**src/rtl/cnn_layer_accel_result_packer.sv**
```systemverilog
// cnn_layer_accel_result_packer
// Collects 16-bit results from the quad, packs eight of them into each
// 128-bit word and queues the words in a small show-ahead FIFO for the
// writeback path. A job is sized by job_num_results; a short final word is
// flushed with its keep mask trimmed, and job_done marks the end of the job.
module cnn_layer_accel_result_packer #(
    parameter int C_FIFO_DEPTH = 4,
    parameter int C_CNT_WIDTH  = 32
) (
    input  logic                   clk_if,
    input  logic                   rst,
    input  logic                   job_start,
    input  logic [C_CNT_WIDTH-1:0] job_num_results,
    input  logic                   result_valid,
    output logic                   result_accept,
    input  logic [15:0]            result_data,
    output logic                   pack_valid,
    input  logic                   pack_ready,
    output logic [127:0]           pack_data,
    output logic [7:0]             pack_keep,
    output logic                   pack_last,
    output logic                   busy,
    output logic                   job_done
);

    localparam int PTR_W = (C_FIFO_DEPTH > 1) ? $clog2(C_FIFO_DEPTH) : 1;
    localparam logic [PTR_W:0]         FIFO_FULL_LEVEL = (PTR_W+1)'(C_FIFO_DEPTH);
    localparam logic [PTR_W:0]         OCC_ONE         = (PTR_W+1)'(1);
    localparam logic [PTR_W-1:0]       PTR_ONE         = PTR_W'(1);
    localparam logic [C_CNT_WIDTH-1:0] CNT_ONE         = C_CNT_WIDTH'(1);

    localparam logic [1:0] S_IDLE  = 2'd0;
    localparam logic [1:0] S_PACK  = 2'd1;
    localparam logic [1:0] S_DRAIN = 2'd2;
    localparam logic [1:0] S_DONE  = 2'd3;

    // Job control and staging
    logic [1:0]             state;
    logic [C_CNT_WIDTH-1:0] n_reg;
    logic [C_CNT_WIDTH-1:0] count;
    logic [2:0]             lane_idx;
    logic [127:0]           stage_data;
    logic [7:0]             stage_keep;

    // Staging word with the incoming result merged in
    logic [127:0]           word_data;
    logic [7:0]             word_keep;
    logic                   transfer;
    logic                   final_result;
    logic                   commit;
    logic                   last_commit;

    // Output FIFO
    logic [127:0]           mem_data [C_FIFO_DEPTH];
    logic [7:0]             mem_keep [C_FIFO_DEPTH];
    logic                   mem_last [C_FIFO_DEPTH];
    logic [PTR_W-1:0]       wr_ptr;
    logic [PTR_W-1:0]       rd_ptr;
    logic [PTR_W:0]         occ;
    logic [PTR_W:0]         occ_next;
    logic                   full_reg;
    logic                   push;
    logic                   pop;
    logic                   head_last;

    assign result_accept = (state == S_PACK) && !full_reg;
    assign transfer      = result_valid && result_accept;
    assign final_result  = (count + CNT_ONE) == n_reg;
    assign commit        = transfer && ((lane_idx == 3'd7) || final_result);
    assign last_commit   = transfer && final_result;
    assign push          = commit;

    assign pack_valid    = (occ != '0);
    assign pop           = pack_valid && pack_ready;
    assign head_last     = mem_last[rd_ptr];
    assign pack_data     = pack_valid ? mem_data[rd_ptr] : '0;
    assign pack_keep     = pack_valid ? mem_keep[rd_ptr] : '0;
    assign pack_last     = pack_valid && head_last;

    assign busy          = (state != S_IDLE);
    assign job_done      = (state == S_DONE);

    // Merge the incoming result into its lane of the staging word
    always_comb begin
        word_data = stage_data;
        word_data[{lane_idx, 4'b0000} +: 16] = result_data;
        word_keep = stage_keep | (8'b1 << lane_idx);
    end

    // Job sequencing, result counting and lane staging
    always_ff @(posedge clk_if or posedge rst) begin
        if (rst) begin
            state      <= S_IDLE;
            n_reg      <= '0;
            count      <= '0;
            lane_idx   <= 3'd0;
            stage_data <= '0;
            stage_keep <= '0;
        end else begin
            case (state)
                S_IDLE: begin
                    if (job_start) begin
                        n_reg      <= job_num_results;
                        count      <= '0;
                        lane_idx   <= 3'd0;
                        stage_data <= '0;
                        stage_keep <= '0;
                        state      <= (job_num_results == '0) ? S_DONE : S_PACK;
                    end
                end
                S_PACK: begin
                    if (transfer) begin
                        count <= count + CNT_ONE;
                        if (commit) begin
                            stage_data <= '0;
                            stage_keep <= '0;
                            lane_idx   <= 3'd0;
                            if (last_commit) begin
                                state <= S_DRAIN;
                            end
                        end else begin
                            stage_data <= word_data;
                            stage_keep <= word_keep;
                            lane_idx   <= lane_idx + 3'd1;
                        end
                    end
                end
                S_DRAIN: begin
                    if (pop && head_last) begin
                        state <= S_DONE;
                    end
                end
                S_DONE: begin
                    state <= S_IDLE;
                end
                default: begin
                    state <= S_IDLE;
                end
            endcase
        end
    end

    // FIFO storage; contents need no reset because outputs are gated by occupancy
    always_ff @(posedge clk_if) begin
        if (push) begin
            mem_data[wr_ptr] <= word_data;
            mem_keep[wr_ptr] <= word_keep;
            mem_last[wr_ptr] <= last_commit;
        end
    end

    // Next occupancy; accept is gated by full so push never meets a full FIFO
    always_comb begin
        occ_next = occ;
        if (push && !pop) begin
            occ_next = occ + OCC_ONE;
        end else if (pop && !push) begin
            occ_next = occ - OCC_ONE;
        end
    end

    // FIFO pointers, occupancy and the registered full flag
    always_ff @(posedge clk_if or posedge rst) begin
        if (rst) begin
            wr_ptr   <= '0;
            rd_ptr   <= '0;
            occ      <= '0;
            full_reg <= 1'b0;
        end else begin
            if (push) begin
                wr_ptr <= wr_ptr + PTR_ONE;
            end
            if (pop) begin
                rd_ptr <= rd_ptr + PTR_ONE;
            end
            occ      <= occ_next;
            full_reg <= (occ_next == FIFO_FULL_LEVEL);
        end
    end

endmodule

```
**config.mk**
```make
export PLATFORM = sky130hd
export DESIGN_NAME = cnn_layer_accel_result_packer
export DESIGN_NICKNAME = d
export VERILOG_FILES = /design/src/rtl/cnn_layer_accel_result_packer.sv
export SDC_FILE = /design/constraint.sdc
export NUM_CORES = 1
export LEC_CHECK = 0
export ABC_AREA = 1
export ABC_CLOCK_PERIOD_IN_PS = 9900
export CAP_MARGIN = 20
export CORE_AREA = 5 5 341 343
export CTS_CLUSTER_DIAMETER = 30
export DETAILED_ROUTE_END_ITERATION = 10
export DIE_AREA = 0 0 346 348
export DONT_BUFFER_PORTS = 1
export GPL_ROUTABILITY_DRIVEN = 0
export PLACE_DENSITY = 0.5
export SLEW_MARGIN = 10
export SYNTH_ARGS = -nofsm -noshare
export SYNTH_HDL_FRONTEND = slang
export SYNTH_SLANG_ARGS = --single-unit
```
**constraint.sdc**
```tcl
create_clock -name clk_if -period 9.9 [get_ports clk_if]
set_input_delay 0.99 -clock clk_if [delete_from_list [all_inputs] [get_ports clk_if]]
set_output_delay 0.99 -clock clk_if [all_outputs]
set_load 0.005 [all_outputs]
```
==> flow_metrics.tcl <==
set metrics [dict create \
    synth_cells 3454 \
    ir_worst_vdd_mv 0.2606 \
    dieHeight_um 348 \
    async_reset_ff_frac 0.2799 \
    drc 0 \
    top_regs "mem_data (512), stage_data (128)" \
    rows 124 \
    grt_first_pass_wirelength_um 153500 \
    largest_register_ffs 512 \
    syn_area_um2 33660 \
    synth_seq_cells 761 \
    cp-start-kind "flop" \
    fin_skew_ns 0.04347 \
    final_nets 3549 \
    final_hold_viol_count 0 \
    num_vias 24490 \
    status "finished, final reports clean" \
    largest-register "mem_data" \
    place_inst 4803 \
    dp_hpwl_um 61900 \
    wl_um 101800 \
    worstSkewPairLatency_ns 0.78 \
    cts_tree "yes" \
    yosysWarnings 0 \
    rsz0062_at_grt "false" \
    clk_pin_slew_ns 0.04 \
    hold_class "in -> async" \
    synth_cell_type_count 36 \
    cts_root_buffer "clkbuf_16" \
    synth-edff-count 548 \
    finalSetupViolCount 0 \
    cts_resized 0 \
    n_antenna_cell 0 \
    period_share 0.5299 \
    final_antenna_net_count 0 \
    fin_util 0.3663 \
    max_slew.worst_pin.slew_ns 1.159 \
    grt_pass1_vias 23850 \
    drv_slew 0 \
    period_needed_ns 5.246 \
    grt_use_total 0.1664 \
    area_delta_synth_final_pct 23.26 \
    drive_gt1_frac 0.1003 \
    grt_max_degree 228 \
    wl_per_cell_um 19.81 \
    cts_max_path_buffers 3 \
    routed_via_density 4.764 \
    maxCapViolCount 0 \
    worstPathCellList "buf_4 -> buf_4 -> nor2_1 -> nor2_1 -> o21ai_0 -> a21oi_1" \
    slowest_delay_ns 0.90 \
    p_leak_nw 15.61 \
    worstPathMaxFanout 89 \
    cts_setup_buffers 0 \
    die_area_um2 120400 \
    relSlewSlack 0.2272 \
    pwr_density_cell_nw_per_um2 318.9 \
    cts_buffers 180 \
    end_kind "output port" \
    cts.sinks 761 \
    hold_buffers 0 \
    die_x_um 346 \
    crit_arrival_ns 4.26 \
    ios 194 \
    cp_slowest_cell "buf_4" \
    fmax_mhz 190.6 \
    synth_ff_type "edfxtp_1" \
    gr-total-overflow 0 \
    final.setup.tns_ns 0 \
    fin_cells 5141 \
    ys_seq_area_frac 0.6472 \
    dr.pass1.iters 5 \
    drt_iter0_drc 1832 \
    port-buffer-count 0 \
    initial_utilization 0.2972 \
    core_um2 113300 \
    htreeDepth 4 \
    crit_type "reg -> out" \
    syn_area_per_cell_um2 9.745 \
    cp.required_ns 8.91 \
    fillerInstances 11230 \
    syn_nets 3529 \
    grt_antenna_before_repair 0 \
    power_mw 13.23 \
]
metal layers:
metal	up-vias	track usage	wire length (um)
li1	11790	-	-
met1	11880	0.2179	44970
met2	661	0.2706	48110
met3	169	0.04085	5859
met4	0	0.05855	2895
met5	-	0	0
Yosys cell counts, drive strengths merged (8+ instances only):
cell | n | area, um2
o21ai | 518 | 2592
nor4 | 9 | 56.30
o22ai | 19 | 118.9
dfrtp | 213 | 5330
clkbuf | 156 | 585.6
nand2 | 524 | 1989
ha | 22 | 275.3
inv | 230 | 863.3
buf | 40 | 244.0
nor2 | 721 | 2769
nand3 | 252 | 1261
nand4 | 8 | 50.05
edfxtp | 548 | 16460
a21oi | 166 | 830.8
critical path, delay by kind of cell, from the launching register on:
kind            cells  cell delay, ns
flops               1            0.74
compound gates      2            0.72
simple gates        2            0.22
buf+inv             2            1.71
metrics by stage:
stage	cell area [um2]	setup slack (ns)	hold WS, ns
floorplan	33660	1.495	0.4417
finish	41490	4.654	0.1938
global placement	35110	5.183	0.4554
detailed placement	35110	5.205	0.4609
global route	41490	4.249	0.2352
CTS	41470	4.490	0.2048
layout by cell type, fill, tap and decap left out, types with 3 or more instances in the layout:
cell and instances:
nor2_1 703, edfxtp_1 548, nand2_1 515, o21ai_0 483, nand3_1 252, inv_1 224
dfrtp_1 211, clkbuf_16 182, a21oi_1 166, o21ai_1 35, clkbuf_1 34, clkinv_2 30
buf_4 29, bufinv_16 26, ha_1 22, clkinv_1 20, clkbuf_8 20, o22ai_1 19
clkinvlp_4 12, nor2_4 11, nand4_1 8, nor4_1 8, nand2_2 7, nor2_2 7
clkinv_16 7, xor2_1 4, or2_2 4, buf_12 4, mux2_2 3, and2_1 3
clkinv_8 3
power by group:
| part | switching, mW | total, mW | internal (mW) |
|---|---|---|---|
| clock | 1.88 | 6.06 | 4.19 |
| combinational | 2.58 | 3.36 | 0.780 |
| sequential | 0.154 | 3.81 | 3.66 |
cell type report:
| cell class | count | area [um2] | share of cell area |
|---|---|---|---|
| sequential | 761 | 21790 | 0.5253 |
| timing repair buffer | 34 | 312.8 | 0.007539 |
| clock buffer | 236 | 4957 | 0.1195 |
| inverter | 231 | 884.6 | 0.02132 |
| multi-input combinational | 2266 | 10240 | 0.2468 |
| clock inverter | 101 | 1409 | 0.03396 |
| tap | 1512 | 1892 | 0.04560 |
worst paths after layout:
path | from | to | slack (ns) | cells after the start
max | rd_ptr[0] | pack_data[33] | 4.65 | 6
min | rst | stage_data[42] | 0.19 | 1
max reg2reg | lane_idx[0] | stage_data[45] | 5.23 | 8
min reg2reg | stage_keep[3] | stage_keep[3] | 0.47 | 2
max in group asynchronous | rst | n_reg[29] | 8.17 | 2
min in group clk_if | job_num_results[28] | n_reg[28] | 0.38 | 2
kinds of logic (layout without fill, tap and decap cells):
group                      after synthesis  after routing  share of synthesized area
adders and majority gates               22             22                   0.008178
xor gates and xnor gates                 6              6                   0.001970
AOI/OAI and AO/OA                      707            707                     0.1066
buffers and inverters                  427            602                    0.05040
and+or+nand+nor                       1527           1527                     0.1843
muxes                                    4              4                   0.001301
DFF                                    761            761                     0.6472
No activity file was read; power rests on OpenSTA's default activity.
